<file path="src/rtl/minibyte_bus_pkg.sv">
// Shared definitions for the minibyte external bus arbiter: bus widths,
// FSM state encoding and requester IDs.
package minibyte_bus_pkg;

   localparam int ADDR_W = 8;
   localparam int DATA_W = 8;

   typedef enum logic [1:0] {
      IDLE   = 2'd0,
      ACCESS = 2'd1,
      DONE   = 2'd2
   } arb_state_e;

   localparam logic REQ_CPU = 1'b0;
   localparam logic REQ_LDR = 1'b1;

endpackage

</file>
<file path="src/rtl/minibyte_rr_picker.sv">
// Combinational 2-way round-robin picker: the requester that was not
// granted last wins a tie; lock_mask removes requesters from consideration.
module minibyte_rr_picker
   import minibyte_bus_pkg::*;
(
   input  logic [1:0] req,
   input  logic       last_grant,
   input  logic [1:0] lock_mask,
   output logic       valid,
   output logic       winner
);

   logic [1:0] eligible;

   assign eligible = req & lock_mask;

   always_comb begin
      valid  = |eligible;
      winner = REQ_CPU;
      if (&eligible) begin
         winner = ~last_grant;
      end else if (eligible[1]) begin
         winner = REQ_LDR;
      end
   end

endmodule

</file>
<file path="src/rtl/minibyte_bus_arbiter.sv">
// Round-robin owner of the single external 8-bit bus shared by the CPU and
// the loader/debug port. Optional bus locking: define MINIBYTE_ARB_LOCK_EN.
module minibyte_bus_arbiter
   import minibyte_bus_pkg::*;
#(
   parameter int WAIT_CYCLES = 1,
   parameter int CNT_W       = 4
) (
   input  logic              clk_in,
   input  logic              rst_in,
   input  logic              req_0,
   input  logic              req_1,
   input  logic [ADDR_W-1:0] addr_0,
   input  logic [ADDR_W-1:0] addr_1,
   input  logic [DATA_W-1:0] wdata_0,
   input  logic [DATA_W-1:0] wdata_1,
   input  logic              we_0,
   input  logic              we_1,
   input  logic              lock_0,
   input  logic              lock_1,
   output logic              gnt_0,
   output logic              gnt_1,
   output logic              ack_0,
   output logic              ack_1,
   output logic [DATA_W-1:0] rdata,
   output logic [ADDR_W-1:0] bus_addr_out,
   output logic [DATA_W-1:0] bus_data_out,
   output logic              bus_we_out,
   input  logic [DATA_W-1:0] bus_data_in
);

   localparam logic [1:0] ST_IDLE   = IDLE;
   localparam logic [1:0] ST_ACCESS = ACCESS;
   localparam logic [1:0] ST_DONE   = DONE;

   logic [1:0]        state;
   logic              owner;
   logic              last_grant;
   logic [CNT_W-1:0]  cnt;
   logic [ADDR_W-1:0] addr_q;
   logic [DATA_W-1:0] wdata_q;
   logic              we_q;
   logic [DATA_W-1:0] rdata_q;

   logic [1:0]        lock_mask;
   logic              pick_valid;
   logic              pick_winner;
   logic              in_access;
   logic              in_done;

`ifdef MINIBYTE_ARB_LOCK_EN
   logic lock_flag;
   logic owner_lock;

   // The lock only holds while the owner keeps its lock line up, so an IDLE
   // cycle with the line low releases the bus in that same cycle.
   assign owner_lock = (owner == REQ_LDR) ? lock_1 : lock_0;
   assign lock_mask  = (lock_flag && owner_lock) ?
                       ((owner == REQ_LDR) ? 2'b10 : 2'b01) : 2'b11;

   always_ff @(posedge clk_in) begin
      if (rst_in) begin
         lock_flag <= 1'b0;
      end else if (state == ST_DONE) begin
         lock_flag <= owner_lock;
      end else if (state == ST_IDLE && !owner_lock) begin
         lock_flag <= 1'b0;
      end
   end
`else
   logic unused_lock;

   assign unused_lock = lock_0 ^ lock_1;
   assign lock_mask   = 2'b11;
`endif

   minibyte_rr_picker u_picker (
      .req        ({req_1, req_0}),
      .last_grant (last_grant),
      .lock_mask  (lock_mask),
      .valid      (pick_valid),
      .winner     (pick_winner)
   );

   // The winner's request is latched in IDLE so the requester-side inputs
   // are don't-care for the rest of the transaction.
   always_ff @(posedge clk_in) begin
      if (rst_in) begin
         state      <= ST_IDLE;
         owner      <= REQ_CPU;
         last_grant <= REQ_LDR;
         cnt        <= '0;
         addr_q     <= '0;
         wdata_q    <= '0;
         we_q       <= 1'b0;
         rdata_q    <= '0;
      end else begin
         case (state)
            ST_IDLE: begin
               if (pick_valid) begin
                  owner   <= pick_winner;
                  addr_q  <= (pick_winner == REQ_LDR) ? addr_1  : addr_0;
                  wdata_q <= (pick_winner == REQ_LDR) ? wdata_1 : wdata_0;
                  we_q    <= (pick_winner == REQ_LDR) ? we_1    : we_0;
                  cnt     <= CNT_W'(WAIT_CYCLES);
                  state   <= ST_ACCESS;
               end
            end
            ST_ACCESS: begin
               if (cnt != '0) begin
                  cnt <= cnt - CNT_W'(1);
               end else begin
                  rdata_q    <= bus_data_in;
                  last_grant <= owner;
                  state      <= ST_DONE;
               end
            end
            ST_DONE: begin
               state <= ST_IDLE;
            end
            default: begin
               state <= ST_IDLE;
            end
         endcase
      end
   end

   assign in_access = (state == ST_ACCESS);
   assign in_done   = (state == ST_DONE);

   assign bus_addr_out = in_access ? addr_q  : '0;
   assign bus_data_out = in_access ? wdata_q : '0;
   assign bus_we_out   = in_access && we_q;

   assign gnt_0 = (in_access || in_done) && (owner == REQ_CPU);
   assign gnt_1 = (in_access || in_done) && (owner == REQ_LDR);
   assign ack_0 = in_done && (owner == REQ_CPU);
   assign ack_1 = in_done && (owner == REQ_LDR);
   assign rdata = rdata_q;

endmodule

</file>
<file path="config.mk">
export PLATFORM = sky130hd
export DESIGN_NAME = minibyte_bus_arbiter
export DESIGN_NICKNAME = d
export VERILOG_FILES = /design/src/rtl/minibyte_bus_pkg.sv /design/src/rtl/minibyte_rr_picker.sv /design/src/rtl/minibyte_bus_arbiter.sv
export SDC_FILE = /design/constraint.sdc
export NUM_CORES = 1
export LEC_CHECK = 0
export CORE_MARGIN = 2
export CORE_UTILIZATION = 39
export CTS_CLUSTER_SIZE = 24
export DETAILED_ROUTE_END_ITERATION = 10
export PLACE_DENSITY_LB_ADDON = 0.15
export SYNTH_ARGS = -nofsm -noshare
export SYNTH_HDL_FRONTEND = slang
export SYNTH_SLANG_ARGS = --single-unit
</file>
<file path="constraint.sdc">
create_clock -name clk_in -period 4.7 [get_ports clk_in]
set_input_delay 1.41 -clock clk_in [delete_from_list [all_inputs] [get_ports clk_in]]
set_output_delay 1.41 -clock clk_in [all_outputs]
set_load 0.05 [all_outputs]
</file>
Word level (Yosys, flattened, before mapping)
Index checks and enable logic that the tools add are counted.
{ "word_totals": {"ff_bits": 33, "input_bits": 48, "out_inout_bits": 29, "elab_cells": 45} }
{ "op_classes": {"addsub": 1, "n_eq_ne": 5, "mux": 13, "bitwise": 3, "n_reduce_logical": 15} }
{ "ops": {"columns": ["operator", "count"], "rows": [
  ["$mux W8", 4],
  ["$mux W4", 2],
  ["$pmux W4 S2", 1],
  ["$reduce_and A2 Y1", 4],
  ["$logic_and A1 B1 Y1", 5],
  ["$mux W2", 2],
  ["$ne A2 B2 Y1 const B", 2],
  ["$pmux W2 S2", 1],
  ["$reduce_bool A4 Y1", 1],
  ["$sub A4 B1 Y4 const B", 1],
  ["$mux W1", 3],
  ["$not A1 Y1", 3],
  ["$reduce_and A3 Y1", 1],
  ["$eq A2 B1 Y1 const B", 1],
  ["$eq A2 B2 Y1 const B", 1],
  ["$logic_not A2 Y1", 1],
  ["$ne A2 B1 Y1 const B", 1],
  ["$reduce_bool A2 Y1", 1],
  ["$reduce_or A2 Y1", 1],
  ["$logic_or A1 B1 Y1", 1]
]} }

Longest topological paths before layout
{ "depth": {"depth_word": 3, "ltp_mapped": 7, "mapped_depth_nobuf": 5} }

Cells and area by module
Synthesis repeated with hierarchy kept, for this count alone.
{ "unflattened": {"hier_cells": 196, "hier_area_um2": 1699.1} }
{ "by_module_without_submodules": {"columns": ["module", "n_inst", "cells_each", "area_each_um2", "seq_area_each_um2"], "rows": [
  ["minibyte_bus_arbiter", 1, 192, 1681.6, 660.6],
  ["minibyte_rr_picker", 1, 4, 17.5, 0.0]
]} }

Least setup slack after synthesis
No wires, ideal clock.
{ "synth_timing": {"kind": "reg2out", "startpoint": "register state[0]", "endpoint": "output gnt_0", "arrival_time_ps": 1388, "required_time_ps": 3290, "path_slack_ps": 1902, "stages_incl_launch_ff": 4, "n_path_buf": 0, "cell_sequence": "dfxtp_1 > inv_1 > ha_1 > nor2b_1"} }
{ "synth_between": {"elab_chain_len": 3, "word_cells_on_any_way": 4, "cone_classes": "2 x eq/ne; 2 x reduce/logical"} }
{ "synth_rtl": {"columns": ["item", "line_no", "text"], "rows": [
  ["start: declaration", "minibyte_bus_arbiter.sv:36", "logic [1:0] state;"],
  ["start signal: assignment", "minibyte_bus_arbiter.sv:89", "state <= ST_IDLE;"],
  ["start signal: assignment", "minibyte_bus_arbiter.sv:106", "state <= ST_ACCESS;"],
  ["start signal: assignment", "minibyte_bus_arbiter.sv:115", "state <= ST_DONE;"],
  ["$eq A2 B1 Y1 / $eq A2 B2 Y1 (equally long branches)", "minibyte_bus_arbiter.sv:128, minibyte_bus_arbiter.sv:129", null],
  ["$logic_or A1 B1 Y1 *", "minibyte_bus_arbiter.sv:135", "assign gnt_0 = (in_access || in_done) && (owner == REQ_CPU);"],
  ["$logic_and A1 B1 Y1 *", "minibyte_bus_arbiter.sv:135", null],
  ["end: declaration", "minibyte_bus_arbiter.sv:21", "output logic gnt_0,"]
]} }
Every way passes the cells marked *; elsewhere a longest branch is shown, timed or not.

Worst setup path in the final report
{ "layout_timing": {"startpoint": "register state[1]", "endpoint": "output bus_addr_out[3]"} }
{ "layout_between": {"elab_chain_len": 2} }
{ "layout_rtl": {"columns": ["item", "line_no", "text"], "rows": [
  ["$eq A2 B1 Y1", "minibyte_bus_arbiter.sv:128", "assign in_access = (state == ST_ACCESS);"],
  ["$mux W8", "minibyte_bus_arbiter.sv:131", "assign bus_addr_out = in_access ? addr_q : '0;"],
  ["end: declaration", "minibyte_bus_arbiter.sv:26", "output logic [ADDR_W-1:0] bus_addr_out,"]
]} }
Every way passes these cells.

==> impl_metrics.csv <==
group,metric,value,unit
sta,finalSetupTns,0,ps
synthesis,yosysTopAreaCellShare,0.3976,
setup_path,r2r-start,"state[1]",
finish,area.growth.synth_to_final,51.81,%
sta,drv_slew,0,
clock_tree,cts_tree,"done",
pwr,irDropWorstVdd,0.2487,mV
synthesis,synth_area_leaders,"dfxtp_1, mux2i_1, a21oi_1, and2_1, o21ai_0",
drt,vias_per_cell,5.010,
setup_path,worstSetupStartpoint,"state[1]",
sta,finalSetupViolCount,0,
floorplan,die_area,0.004798,mm^2
synthesis,syn_inst,191,
floorplan,rows,23,
synthesis,synth_nets,245,
synthesis,synth_warnings,0,
hold_path,min_from,"rdata[0]",
sta,tightestPinTransition,952.9,ps
drt,routedWlPerCell,12.38,um
drt,drtIter0Drc,73,
finish,diodes,0,
drt,ant_nets,0,
synthesis,synthArstFlopShare,0,
floorplan,die_w,69.27,um
clock_tree,numCtsBuffers,5,
sta,max_freq,0.2631,GHz
sta,hold_viol_final,0,
synthesis,synth_ff_type,"dfxtp_1",
floorplan,start_util,0.4095,
global_routing,grt_pass1_wl,6.506,mm
synthesis,yosysTopAreaCell,"dfxtp_1",
sta,period_minus_slack,3800,ps
synthesis,synth_cell_types,31,
setup_path,cp_max_fo,27,
setup_path,crit_path_start_kind,"flip-flop",
synthesis,synth.ff_latch_count,33,
synthesis,avgSynthCellArea,8.699,um^2
clock_tree,clk_latency,280,ps
placement,io_buffer_count,74,
flow_run,maxCapViolations,0,
setup_path,r2r_cells,5,
pwr,leakage,0.9630,nW
run_status,status,"finished, final reports clean",
clock_tree,clk_pin_slew,70,ps
clock_tree,cts.sinks,33,
sta,rsz0062_at_grt,"false",
global_routing,grt_overflow,0,
global_routing,gr-usage-met1,0.1951,
global_routing,met3_usage,0.06977,
drt,vias,1558,
global_routing,grt_max_degree,36,
global_routing,antenna_found_initial,0,
global_routing,met2_usage,0.2703,
clock_tree,clockRootBuffer,"clkbuf_8",
setup_path,cp.required,3290,ps
floorplan,ioPinCount,77,
floorplan,coreArea,0.004058,mm^2
setup_path,cpPeakStageDelay,820,ps
hold_path,hold_depth,2,
sta,finClkSkew,2.606,ps
global_routing,grt_pass1_vias,1459,
pwr,p_total,1.457,mW
hold_path,hp-class,"flip-flop to flip-flop",
drt,drtPass1Iterations,4,
synthesis,syn_area,0.001662,mm^2
clock_tree,htree_levels,2,
setup_path,r2r_slack,2630,ps
placement,dp_hpwl,2.716,mm
floorplan,fp.dieH,69.27,um
global_routing,grt_use_total,0.1647,
setup_path,path_cells,"inv_1 -> ha_1 -> and2_1 -> clkdlybuf4s50_1",
global_routing,gr-max-usage-layer,"met2",
placement,gp_congestion,0.8037,
drt,drc,0,
setup_path,worstSetupPathType,"flip-flop to output pin",
clock_tree,postCtsResizedCells,0,
sta,fin_crit_sh,0.8086,
clock_tree,cts.path.max_buffers,2,
pwr,p_per_area,577.5,mW/mm^2
setup_path,slowest_stage,"clkdlybuf4s50_1",
setup_path,crit_arrival,2390,ps
clock_tree,cts_setup_buffers,0,
drt,finalWirelength,3.851,mm
finish,nets,314,
sta,slew_headroom,0.3647,
setup_path,end_kind,"output pin",
clock_tree,cts_hold_buf,0,
synthesis,synthTopCellsByCount,"dfxtp_1, a21oi_1, nand2_1, o21ai_0, and2_1",
synthesis,synth_edf_count,0,
synthesis,seq_area_frac_synth,0.3976,
synthesis,yosysMostFrequentCell,"dfxtp_1",
finish,drive_gt1_frac,0.03831,
-- routing by layer --
| layer | vias up | wire, um | share of wire |
|---|---|---|---|
| met4 | 0 | 36 | 0.0093 |
| met1 | 695 | 1644 | 0.43 |
| met5 | - | 0 | 0 |
| met3 | 4 | 346 | 0.090 |
| li1 | 800 | - | - |
| met2 | 59 | 1823 | 0.47 |
-- sequential cells by signal, indices dropped and copies added (netlist names) --
register and cells:
addr_q 8, cnt 4, last_grant 1, owner 1, rdata 8, state 2, wdata_q 8, we_q 1
-- power breakdown --
part | switching, mW | total [mW] | internal (mW)
Combinational | 0.452 | 0.720 | 0.268
Sequential | 0.0497 | 0.424 | 0.375
Clock | 0.102 | 0.313 | 0.211
Total | 0.604 | 1.46 | 0.853
-- worst paths after layout --
| path | endpoint |
|---|---|
| min | rdata[0] |
| max reg2reg | cnt[2] |
| max | bus_addr_out[3] |
| min reg2reg | rdata[0] |
-- cells by family after synthesis --
group | count (synthesis) | share of synthesized area
buffers and inverters | 18 | 0.06175
multiplexers | 18 | 0.1084
AND/OR/NAND/NOR | 59 | 0.1973
flip-flops | 33 | 0.3976
adder cells (fa/ha/maj) | 6 | 0.04518
AO/OA/AOI/OAI | 57 | 0.1898
-- worst max-delay path: cells and delay by family, from the launching register on --
| kind | cells | cell delay [ps] |
|---|---|---|
| buf+inv | 2 | 920 |
| flops | 1 | 320 |
| fa+ha+maj | 1 | 640 |
| simple gates | 1 | 220 |
-- placed cells by master, fill, tap and decap left out, types with 2 or more instances in the layout --
cell             instances
clkdlybuf4s50_1         74
dfxtp_1                 33
a21oi_1                 28
nand2_1                 22
o21ai_0                 20
and2_1                  19
mux2i_1                 18
ha_1                     6
inv_1                    5
clkbuf_8                 5
nor2b_1                  4
nor3b_1                  2
or3b_1                   2
nor2_1                   2
o311ai_0                 2
o31ai_1                  2
nand4_1                  2
bufinv_16                2
-- layout make-up --
type | count | area, um^2
inverter | 5 | 18.77
clock inverter | 3 | 65.06
multi-input combinational | 140 | 898.4
tap | 50 | 62.56
fill | 362 | 1535
clock buffer | 5 | 68.82
sequential | 33 | 660.6
timing repair buffer | 75 | 748.2
-- per-stage QoR --
stage          setup slack, ps  area [um^2]  utilization  cells  hold WS [ps]
6_report                 899.5         2522       0.6216    311         454.9
5_1_grt                  728.9         2522       0.6216    311         477.9
4_1_cts                  870.3         2522       0.6216    311         458.0
2_1_floorplan             1902         1662            -    191         452.1
3_3_place_gp              1164         2389       0.5887    303         442.1
3_5_place_dp              1175         2389       0.5887    303         447.7
Power figures use the tool's default switching activity.
